**config.mk**
```make
export PLATFORM = sky130hd
export DESIGN_NAME = uart_tx_arbiter
export DESIGN_NICKNAME = d
export VERILOG_FILES = /design/src/rtl/uart_pkg.sv /design/src/rtl/uart_rr_arbiter.sv /design/src/rtl/uart_tx_arbiter.sv
export SDC_FILE = /design/constraint.sdc
export NUM_CORES = 1
export LEC_CHECK = 0
export ABC_AREA = 1
export CORE_MARGIN = 8
export CORE_UTILIZATION = 44
export DETAILED_ROUTE_END_ITERATION = 8
export PLACE_DENSITY = 0.74
export SYNTH_ARGS = -nofsm -noshare
export SYNTH_HDL_FRONTEND = slang
export SYNTH_SLANG_ARGS = --single-unit
```
**constraint.sdc**
```tcl
create_clock -name clk -period 1.9 [get_ports clk]
set_input_delay 0.285 -clock clk [delete_from_list [all_inputs] [get_ports clk]]
set_output_delay 0.285 -clock clk [all_outputs]
set_load 0.01 [all_outputs]
```
**src/rtl/uart_pkg.sv**
```systemverilog
// Shared definitions for the UART TX scheduling blocks: FSM encoding, frame
// geometry and counter-width helpers.
package uart_pkg;

   typedef enum logic [1:0] {
      ARB       = 2'd0,
      LAUNCH    = 2'd1,
      WAIT_DONE = 2'd2,
      GAP       = 2'd3
   } state_t;

   // start + 8 data + parity + stop
   localparam int FRAME_BITS           = 11;
   localparam int DEFAULT_CLKS_PER_BIT = 10;

   // Width of a counter that must hold 0..max_val, never narrower than 1 bit.
   function automatic int cnt_width(input int max_val);
      return (max_val < 1) ? 1 : $clog2(max_val + 1);
   endfunction

   // Width of an index into n items, never narrower than 1 bit.
   function automatic int idx_width(input int n);
      return (n <= 2) ? 1 : $clog2(n);
   endfunction

endpackage

```
**src/rtl/uart_rr_arbiter.sv**
```systemverilog
// Combinational round-robin pick: first set bit of req at or after ptr, wrapping.
// Zero latency; no state, so the caller owns the pointer and the handshake.
module uart_rr_arbiter
   import uart_pkg::*;
#(
   parameter int N  = 4,
   parameter int IW = idx_width(N)
) (
   input  logic [N-1:0]  req,
   input  logic [IW-1:0] ptr,
   output logic          pick_valid,
   output logic [IW-1:0] pick_idx,
   output logic [N-1:0]  pick_onehot
);

   always_comb begin
      pick_valid  = 1'b0;
      pick_idx    = '0;
      pick_onehot = '0;
      // Walk from the farthest offset back to the pointer so the closest
      // requester is the last (and therefore winning) assignment.
      for (int i = N - 1; i >= 0; i--) begin
         if (req[(int'(ptr) + i) % N]) begin
            pick_valid = 1'b1;
            pick_idx   = IW'((int'(ptr) + i) % N);
         end
      end
      pick_onehot[pick_idx] = pick_valid;
   end

endmodule

```
**src/rtl/uart_tx_arbiter.sv**
```systemverilog
// Round-robin scheduler sharing one UART transmitter among N_REQ byte sources;
// accept-to-launch is 1 clock, and requesters see no ready while the TX is busy.
module uart_tx_arbiter
   import uart_pkg::*;
#(
   parameter int N_REQ        = 4,
   parameter int CLKS_PER_BIT = DEFAULT_CLKS_PER_BIT,
   parameter int GAP_CLKS     = 2,
   parameter int TIMEOUT_CLKS = 13 * CLKS_PER_BIT,
   localparam int IW          = idx_width(N_REQ)
) (
   input  logic               clk,
   input  logic               reset,
   input  logic [N_REQ-1:0]   req_valid,
   input  logic [8*N_REQ-1:0] req_data,
   output logic [N_REQ-1:0]   req_ready,
   output logic               tx_data_avail,
   output logic [7:0]         tx_data_byte,
   input  logic               tx_active,
   input  logic               tx_done,
   output logic [IW-1:0]      grant_id,
   output logic               busy,
   output logic               timeout_err
);

   // A watchdog shorter than one full frame would abort healthy transfers,
   // so it is never allowed below one frame plus the launch cycle.
   localparam int MIN_TIMEOUT  = FRAME_BITS * CLKS_PER_BIT + 2;
   localparam int TIMEOUT_EFF  = (TIMEOUT_CLKS >= MIN_TIMEOUT) ? TIMEOUT_CLKS : MIN_TIMEOUT;
   localparam int TW           = cnt_width(TIMEOUT_EFF);
   localparam int GW           = cnt_width(GAP_CLKS);

   state_t        state, state_n;
   logic [IW-1:0] ptr, ptr_n;
   logic [TW-1:0] tcnt, tcnt_n;
   logic [GW-1:0] gcnt, gcnt_n;
   logic          avail_n;
   logic [7:0]    byte_n;
   logic [IW-1:0] grant_n;
   logic          terr_n;

   logic             pick_valid;
   logic [IW-1:0]    pick_idx;
   logic [N_REQ-1:0] pick_onehot;

   uart_rr_arbiter #(
      .N  (N_REQ),
      .IW (IW)
   ) u_rr (
      .req         (req_valid),
      .ptr         (ptr),
      .pick_valid  (pick_valid),
      .pick_idx    (pick_idx),
      .pick_onehot (pick_onehot)
   );

   always_comb begin
      state_n   = state;
      ptr_n     = ptr;
      tcnt_n    = tcnt;
      gcnt_n    = gcnt;
      avail_n   = 1'b0;
      byte_n    = tx_data_byte;
      grant_n   = grant_id;
      terr_n    = 1'b0;
      req_ready = '0;

      case (state)
         ARB: begin
            if (pick_valid && !tx_active) begin
               req_ready = pick_onehot;
               byte_n    = req_data[8*int'(pick_idx) +: 8];
               grant_n   = pick_idx;
               ptr_n     = (int'(pick_idx) == N_REQ - 1) ? '0 : pick_idx + IW'(1);
               avail_n   = 1'b1;
               state_n   = LAUNCH;
            end
         end

         LAUNCH: begin
            tcnt_n  = '0;
            state_n = WAIT_DONE;
         end

         WAIT_DONE: begin
            // A done pulse in the final watchdog cycle still counts as success.
            if (tx_done || tcnt == TW'(TIMEOUT_EFF - 1)) begin
               terr_n  = !tx_done;
               gcnt_n  = '0;
               state_n = (GAP_CLKS == 0) ? ARB : GAP;
            end else begin
               tcnt_n = tcnt + TW'(1);
            end
         end

         GAP: begin
            if (gcnt == GW'(GAP_CLKS - 1)) begin
               state_n = ARB;
            end else begin
               gcnt_n = gcnt + GW'(1);
            end
         end

         default: state_n = ARB;
      endcase
   end

   always_ff @(posedge clk or posedge reset) begin
      if (reset) begin
         state         <= ARB;
         ptr           <= '0;
         tcnt          <= '0;
         gcnt          <= '0;
         tx_data_avail <= 1'b0;
         tx_data_byte  <= '0;
         grant_id      <= '0;
         timeout_err   <= 1'b0;
      end else begin
         state         <= state_n;
         ptr           <= ptr_n;
         tcnt          <= tcnt_n;
         gcnt          <= gcnt_n;
         tx_data_avail <= avail_n;
         tx_data_byte  <= byte_n;
         grant_id      <= grant_n;
         timeout_err   <= terr_n;
      end
   end

   assign busy = (state != ARB);

endmodule

```
==> run metrics, run 1 <==
port bufs 56; peak supply drop around 0.83 mV; setup TNS -1.950 ns; CTS Buf Count 3; CP Capture Type output pin; io pins 57; non-filler instance count after layout 436; CP max FO 8; Synth top area share 31.80%; reg2reg start ptr[0]$_DFFE_PP0P_; cts hold-fix bufs 0; failing checks setup timing; CP max-delay cell dfrtp_2; top_reg_cell synth dfrtp_1; Vias 2,118; Worst Hold Class in -> async; # clock sinks 26; first-pass GRT wire length about 9.2 mm; Detailed Routing Iterations Pass 1 4; Chip Width roughly 84 µm; sequential area share after synthesis a little under a third; fmax around 440 MHz; antenna fix cells 0; clk_lat worst skew 0.27 ns; starting density of the core 44.49%; initial antenna violation count 0; vias in the first global route 2,065; Mapped Nets 345; final-report hold violation count 0; routed vias/inst a little under 5; Required @ worst endpoint 1.62 ns; initial DRC count approximately 110; register bit total from synthesis 26; Distinct cells, synth 26; final hold slack approximately 0.36 ns; Pleak approximately 1.7 nW; placed instance area 2768 µm²; DPL Wire Length between 4 and 5 mm; layout cells sized above 1 approximately 27%; most frequent cell after synthesis nand2_1; Total GRT Usage between 15 and 20%; Finished Cell Area between 3000 and 4000 µm²; status finished with violations; worst-margin pin slew between 0.4 and 0.5 ns; RSZ-0062 raised after global routing true; gpl congestion 0.8981; fin nets roughly 430; FF-to-FF path depth 15; fillers approximately 400; Synth area leader dfrtp_1; Synth Instances between 200 and 300; core footprint roughly 4600 µm²; total congestion overflow 0; H-tree Lvls 1; largest net degree at the start of global routing 27; max-slew violations 0; Synth area leaders dfrtp_1 32%, nand2_1 16%, inv_1 11%; Final min period 2.292 ns; Longest Clk Path Bufs 2; setup ws final -0.3924 ns; Worst Skew between 0.002 and 0.0025 ns; critical path depth 13; Worst Setup SP ptr[0]$_DFFE_PP0P_; FFs w/ async S/R, synth 100.0%; CTS root buf clkbuf_8; Rel. slew slack between 60% and 70%; clock input transition at the sequential cells of the worst setup and hold paths roughly 0.09 ns; crit path cell chain clkinv_4, nand2_4, nand2_4, nand2_4, nand2_1, nand3_1, nand2_1, o21ai_2, inv_2, ha_4, inv_2, nor2_2, buf_2; cell family contributing the most delay on the critical path flip-flops; final core utilization roughly two thirds; Post-synth EDFFs 0; # DRC 0; PD cells ~1800 nW/µm²; synth warn 0; Critical Path Start Type flip-flop; CP dominant cell by count nand2_4; max_cap viols 0; post-route clock period utilization 120.7%; die height between 80 and 90 µm; CTS tree built; CP max stage delay about 0.48 ns; ANT nets after route 0; synth cell count leaders 87 x nand2_1, 60 x inv_1, 36 x nand3_1, 26 x dfrtp_1, 11 x nor2_1; std cell rows 25; worst setup path class reg -> out; WP data arrival roughly 2 ns; Area Overhead vs Synth 51.87%; DP Cell Count between 400 and 500; Synth Area per Inst 6.888 µm²; wire per inst roughly 13 µm; die area between 7000 and 8000 µm²; Mapped Area between 2000 and 2500 µm²; Buf+Inv Stages, Crit Path 4; WL final 5.714 mm; final setup fails 12
==> cell families after synthesis <==
| logic type | after synthesis | share of synthesized area [%] |
|---|---|---|
| and+or+nand+nor | 172 | 42.75 |
| buffers and inverters | 71 | 15.17 |
| DFF | 26 | 31.80 |
| AOI/OAI and AO/OA | 19 | 4.893 |
| adders and majority gates | 8 | 4.893 |
| muxes | 1 | 0.4893 |
==> tightest hold or removal path, delay by kind of cell <==
kind	cells	cell delay, ns
buf+inv	3	0.75
==> placed cells by master, fill, tap and decap left out, drive strengths merged <==
master and count:
nor2 16, o31ai 1, buf 37, nand4 3
inv 62, bufinv 1, mux2i 1, ha 8
clkbuf 3, nand3 44, o21ai 10, nor4 2
a21oi 6, dlygate4sd2 1, clkdlybuf4s50 51, nand2 103
dfrtp 26, clkinv 1, o22ai 2, nor3 4
==> what timing repair did <==
action	in CTS	in global routing
endpoints found under the setup margin	13	13
setup buffers	5	7
gates resized for setup	46	22
cloned	1	0
pin swaps	12	17
==> routing by layer <==
layer	GRT usage (%)	wire [µm]	vias up
met5	0	0	-
met4	8.163	217	0
met3	4.356	417	19
met2	25.49	2779	74
met1	17.49	2300	944
li1	-	-	1081
==> worst paths after layout <==
path | slack, ns | to
worst max-delay path | -0.39 | req_ready[3]
worst min register to register | 0.48 | tx_data_byte[5]$_DFFE_PP0P_
worst max register to register | -0.08 | tx_data_byte[6]$_DFFE_PP0P_
max in group asynchronous | 1.27 | ptr[0]$_DFFE_PP0P_
min in group clk | 0.48 | tx_data_byte[5]$_DFFE_PP0P_
worst min-delay path | 0.36 | tx_data_byte[5]$_DFFE_PP0P_
==> registers in the layout, indices dropped and copies added (netlist names) <==
name / count
gcnt: 2
grant_id: 2
ptr: 2
state: 2
tcnt: 8
timeout_err: 1
tx_data_avail: 1
tx_data_byte: 8
==> layout make-up <==
cell class / instances / area, µm² / area share (%)
clock buffers: 3 / 41.29 / 1.329
flip-flops and latches: 26 / 651.9 / 20.98
clock inverters: 1 / 30.03 / 0.9666
repair buffers: 89 / 830.8 / 26.74
inverters: 63 / 241.5 / 7.773
multi-input cells: 200 / 1244 / 40.03
well taps: 54 / 67.56 / 2.175
==> stage by stage <==
step	setup slack, ns	power, mW
after floorplan	-0.01452	3.213
after detailed placement	-0.6377	4.151
final	-0.3924	5.571
after global routing	-0.5167	6.027
after CTS	-0.2934	5.167
after global placement	-0.5896	4.068
==> power by group <==
| group | total (mW) | internal, mW | switching [mW] |
|---|---|---|---|
| logic | 4.22 | 1.90 | 2.32 |
| clock network | 0.457 | 0.282 | 0.175 |
| registers | 0.896 | 0.753 | 0.143 |
No activity file was read; power rests on OpenSTA's default activity.
==> run 2, diff against run 1 <==
Settings changed: CTS_BUF_LIST set to sky130_fd_sc_hd__clkbuf_16, GPL_TIMING_DRIVEN set to 0.
==> run metrics, run 2 (synthesis results as in run 1) <==
CP max stage delay 0.38 ns; Total GRT Usage between 10% and 20%; io pins between 50 and 60; Pint about 3.1 mW; total congestion overflow 0; CTS Buf Count 3; port bufs between 50 and 60; non-filler instance count after layout approximately 430; Required @ worst endpoint between 1.5 and 2 ns; failing checks setup timing; cts hold-fix bufs 0; first-pass GRT wire length 9.770 mm; max-slew violations 0; crit path cell chain buf_6, inv_8, nand2_2, nand3_2, nand2_2, inv_1, nor2_2, nor2_2, nand2_4, nand2_8, ha_4, inv_2, nor2_2, buf_2; most frequent cells in the layout 69 x nand2_1, 56 x inv_1, 52 x clkdlybuf4s50_1, 26 x nand3_1, 25 x dfrtp_1; WL final 5.895 mm; final setup fails 12; CTS tree built; PD cells 1853 nW/µm²; fmax 448.7 MHz; max_cap viols 0; DPL Wire Length 3.892 mm; Comb pwr share between 70% and 80%; setup TNS -2.542 ns; layout cells sized above 1 28.57%; DP Cell Count between 400 and 500; Total Power 5.844 mW; Detailed Routing Iterations Pass 1 4; part of the power in registers around 15%; clk_lat worst skew ~0.26 ns; fin nets approximately 430; initial antenna violation count 0; gpl congestion a little under 0.9; CP Capture Type output pin; die height between 80 and 90 µm; WP data arrival between 1.5 and 2 ns; worst setup path class reg -> out; vias in the first global route 2,144; core footprint 4598 µm²; die area ~7000 µm²; Pleak between 1.5 and 2 nW; Switching Fraction 46.94%; Rel. slew slack 34.94%; Worst Skew around 0.0043 ns; antenna fix cells 0; biggest regs tcnt x8, tx_data_byte x8; Vias 2,117; worst-margin pin slew between 0.9 and 1 ns; Clk pwr share 10.5%; RSZ-0062 raised after global routing true; post-route clock period utilization 117.3%; CP dominant cell by count nor2_2; status finished with violations; Chip Width about 84 µm; CTS root buf clkbuf_16; H-tree Lvls 1; clock input transition at the sequential cells of the worst setup and hold paths about 0.07 ns; final core utilization 68.57%; switching pwr approximately 2.7 mW; std cell rows 25; largest net degree at the start of global routing 27; CP max-delay cell dfrtp_1; setup ws final -0.3284 ns; Critical Path Start Type flip-flop; Longest Clk Path Bufs 2; routed vias/inst about 5; Area Overhead vs Synth 54.13%; # DRC 0; CP max FO 8; wire per inst around 14 µm; most common cell after layout, fill and taps aside nand2_1; Worst Hold Class reg -> reg; peak supply drop 1.003 mV; initial DRC count between 90 and 100; # clock sinks 26; ANT nets after route 0; Final min period between 2 and 2.5 ns; final-report hold violation count 0; starting density of the core about 44%
[run 2: changes by cell type in the layout (fill, tap and decap cells not counted), sizes merged]
cell,change
clkdlybuf4s50,+1
dlygate4sd2,-1
clkinv,-1
inv,+1
buf,-4
[run 2: what timing repair did]
action | in CTS | in global routing
resized for setup | 46 | 36
setup endpoints to repair | 5 | 24
buffers inserted | 20 | 4
pin swaps | 14 | 14
hold endpoints to repair | 0 | 0
[run 2: final timing paths]
| kind | startpoint | end | slack (ns) | cells after the start |
|---|---|---|---|---|
| min reg2reg | tx_data_byte[5]$_DFFE_PP0P_ | tx_data_byte[5]$_DFFE_PP0P_ | 0.48 | 2 |
| min in group asynchronous | reset | tx_data_avail$_DFF_PP0_ | 0.55 | 2 |
| max in group asynchronous | reset | ptr[1]$_DFFE_PP0P_ | 0.69 | 2 |
| min | tx_data_byte[5]$_DFFE_PP0P_ | tx_data_byte[5]$_DFFE_PP0P_ | 0.48 | 2 |
| max | ptr[0]$_DFFE_PP0P_ | req_ready[3] | -0.33 | 14 |
| max reg2reg | ptr[0]$_DFFE_PP0P_ | tx_data_byte[4]$_DFFE_PP0P_ | -0.27 | 19 |
[run 2: worst max-delay path, delay by kind of cell (launching register included)]
family        cells  cell delay (ns)
fa+ha+maj         1             0.13
buf+inv           5             0.46
flops             1             0.38
simple gates      8             0.72
[run 2: power by group through the flow]
stage	logic (mW)	registers, mW	clock network [mW]
CTS	3.81	0.882	0.620
finish	4.34	0.885	0.616
global route	4.74	0.908	0.648
floorplan	2.30	0.912	0
global placement	3.09	0.877	0
detailed placement	3.15	0.888	0
[run 2: through the flow]
stage	hold WS [ns]	instance area (µm²)	setup slack, ns
after CTS	0.4829	2978	-0.2916
after global placement	0.4634	2679	-0.8785
final	0.4799	3153	-0.3284
after global routing	0.4920	3153	-0.4319
after detailed placement	0.4654	2679	-0.9113
after floorplan	0.3250	2051	-0.01452
[run 2: layout make-up]
type / count / area [µm²]
plain buffers: 6 / 65.06
clock buffers: 3 / 75.07
clock inverters: 1 / 30.03
fillers: 369 / 1445
inverters: 63 / 244.0
multi-input cells: 200 / 1284
flip-flops and latches: 26 / 651.9
well taps: 54 / 67.56
repair buffers: 79 / 735.7
[run 2: metal layers]
layer | vias to the layer above | global-route usage, % | wire, µm
li1 | 1077 | - | -
met1 | 960 | 18.46 | 2403
met2 | 74 | 29.11 | 3026
met3 | 6 | 4.259 | 398
met4 | 0 | 4.239 | 67
met5 | - | 0 | 0
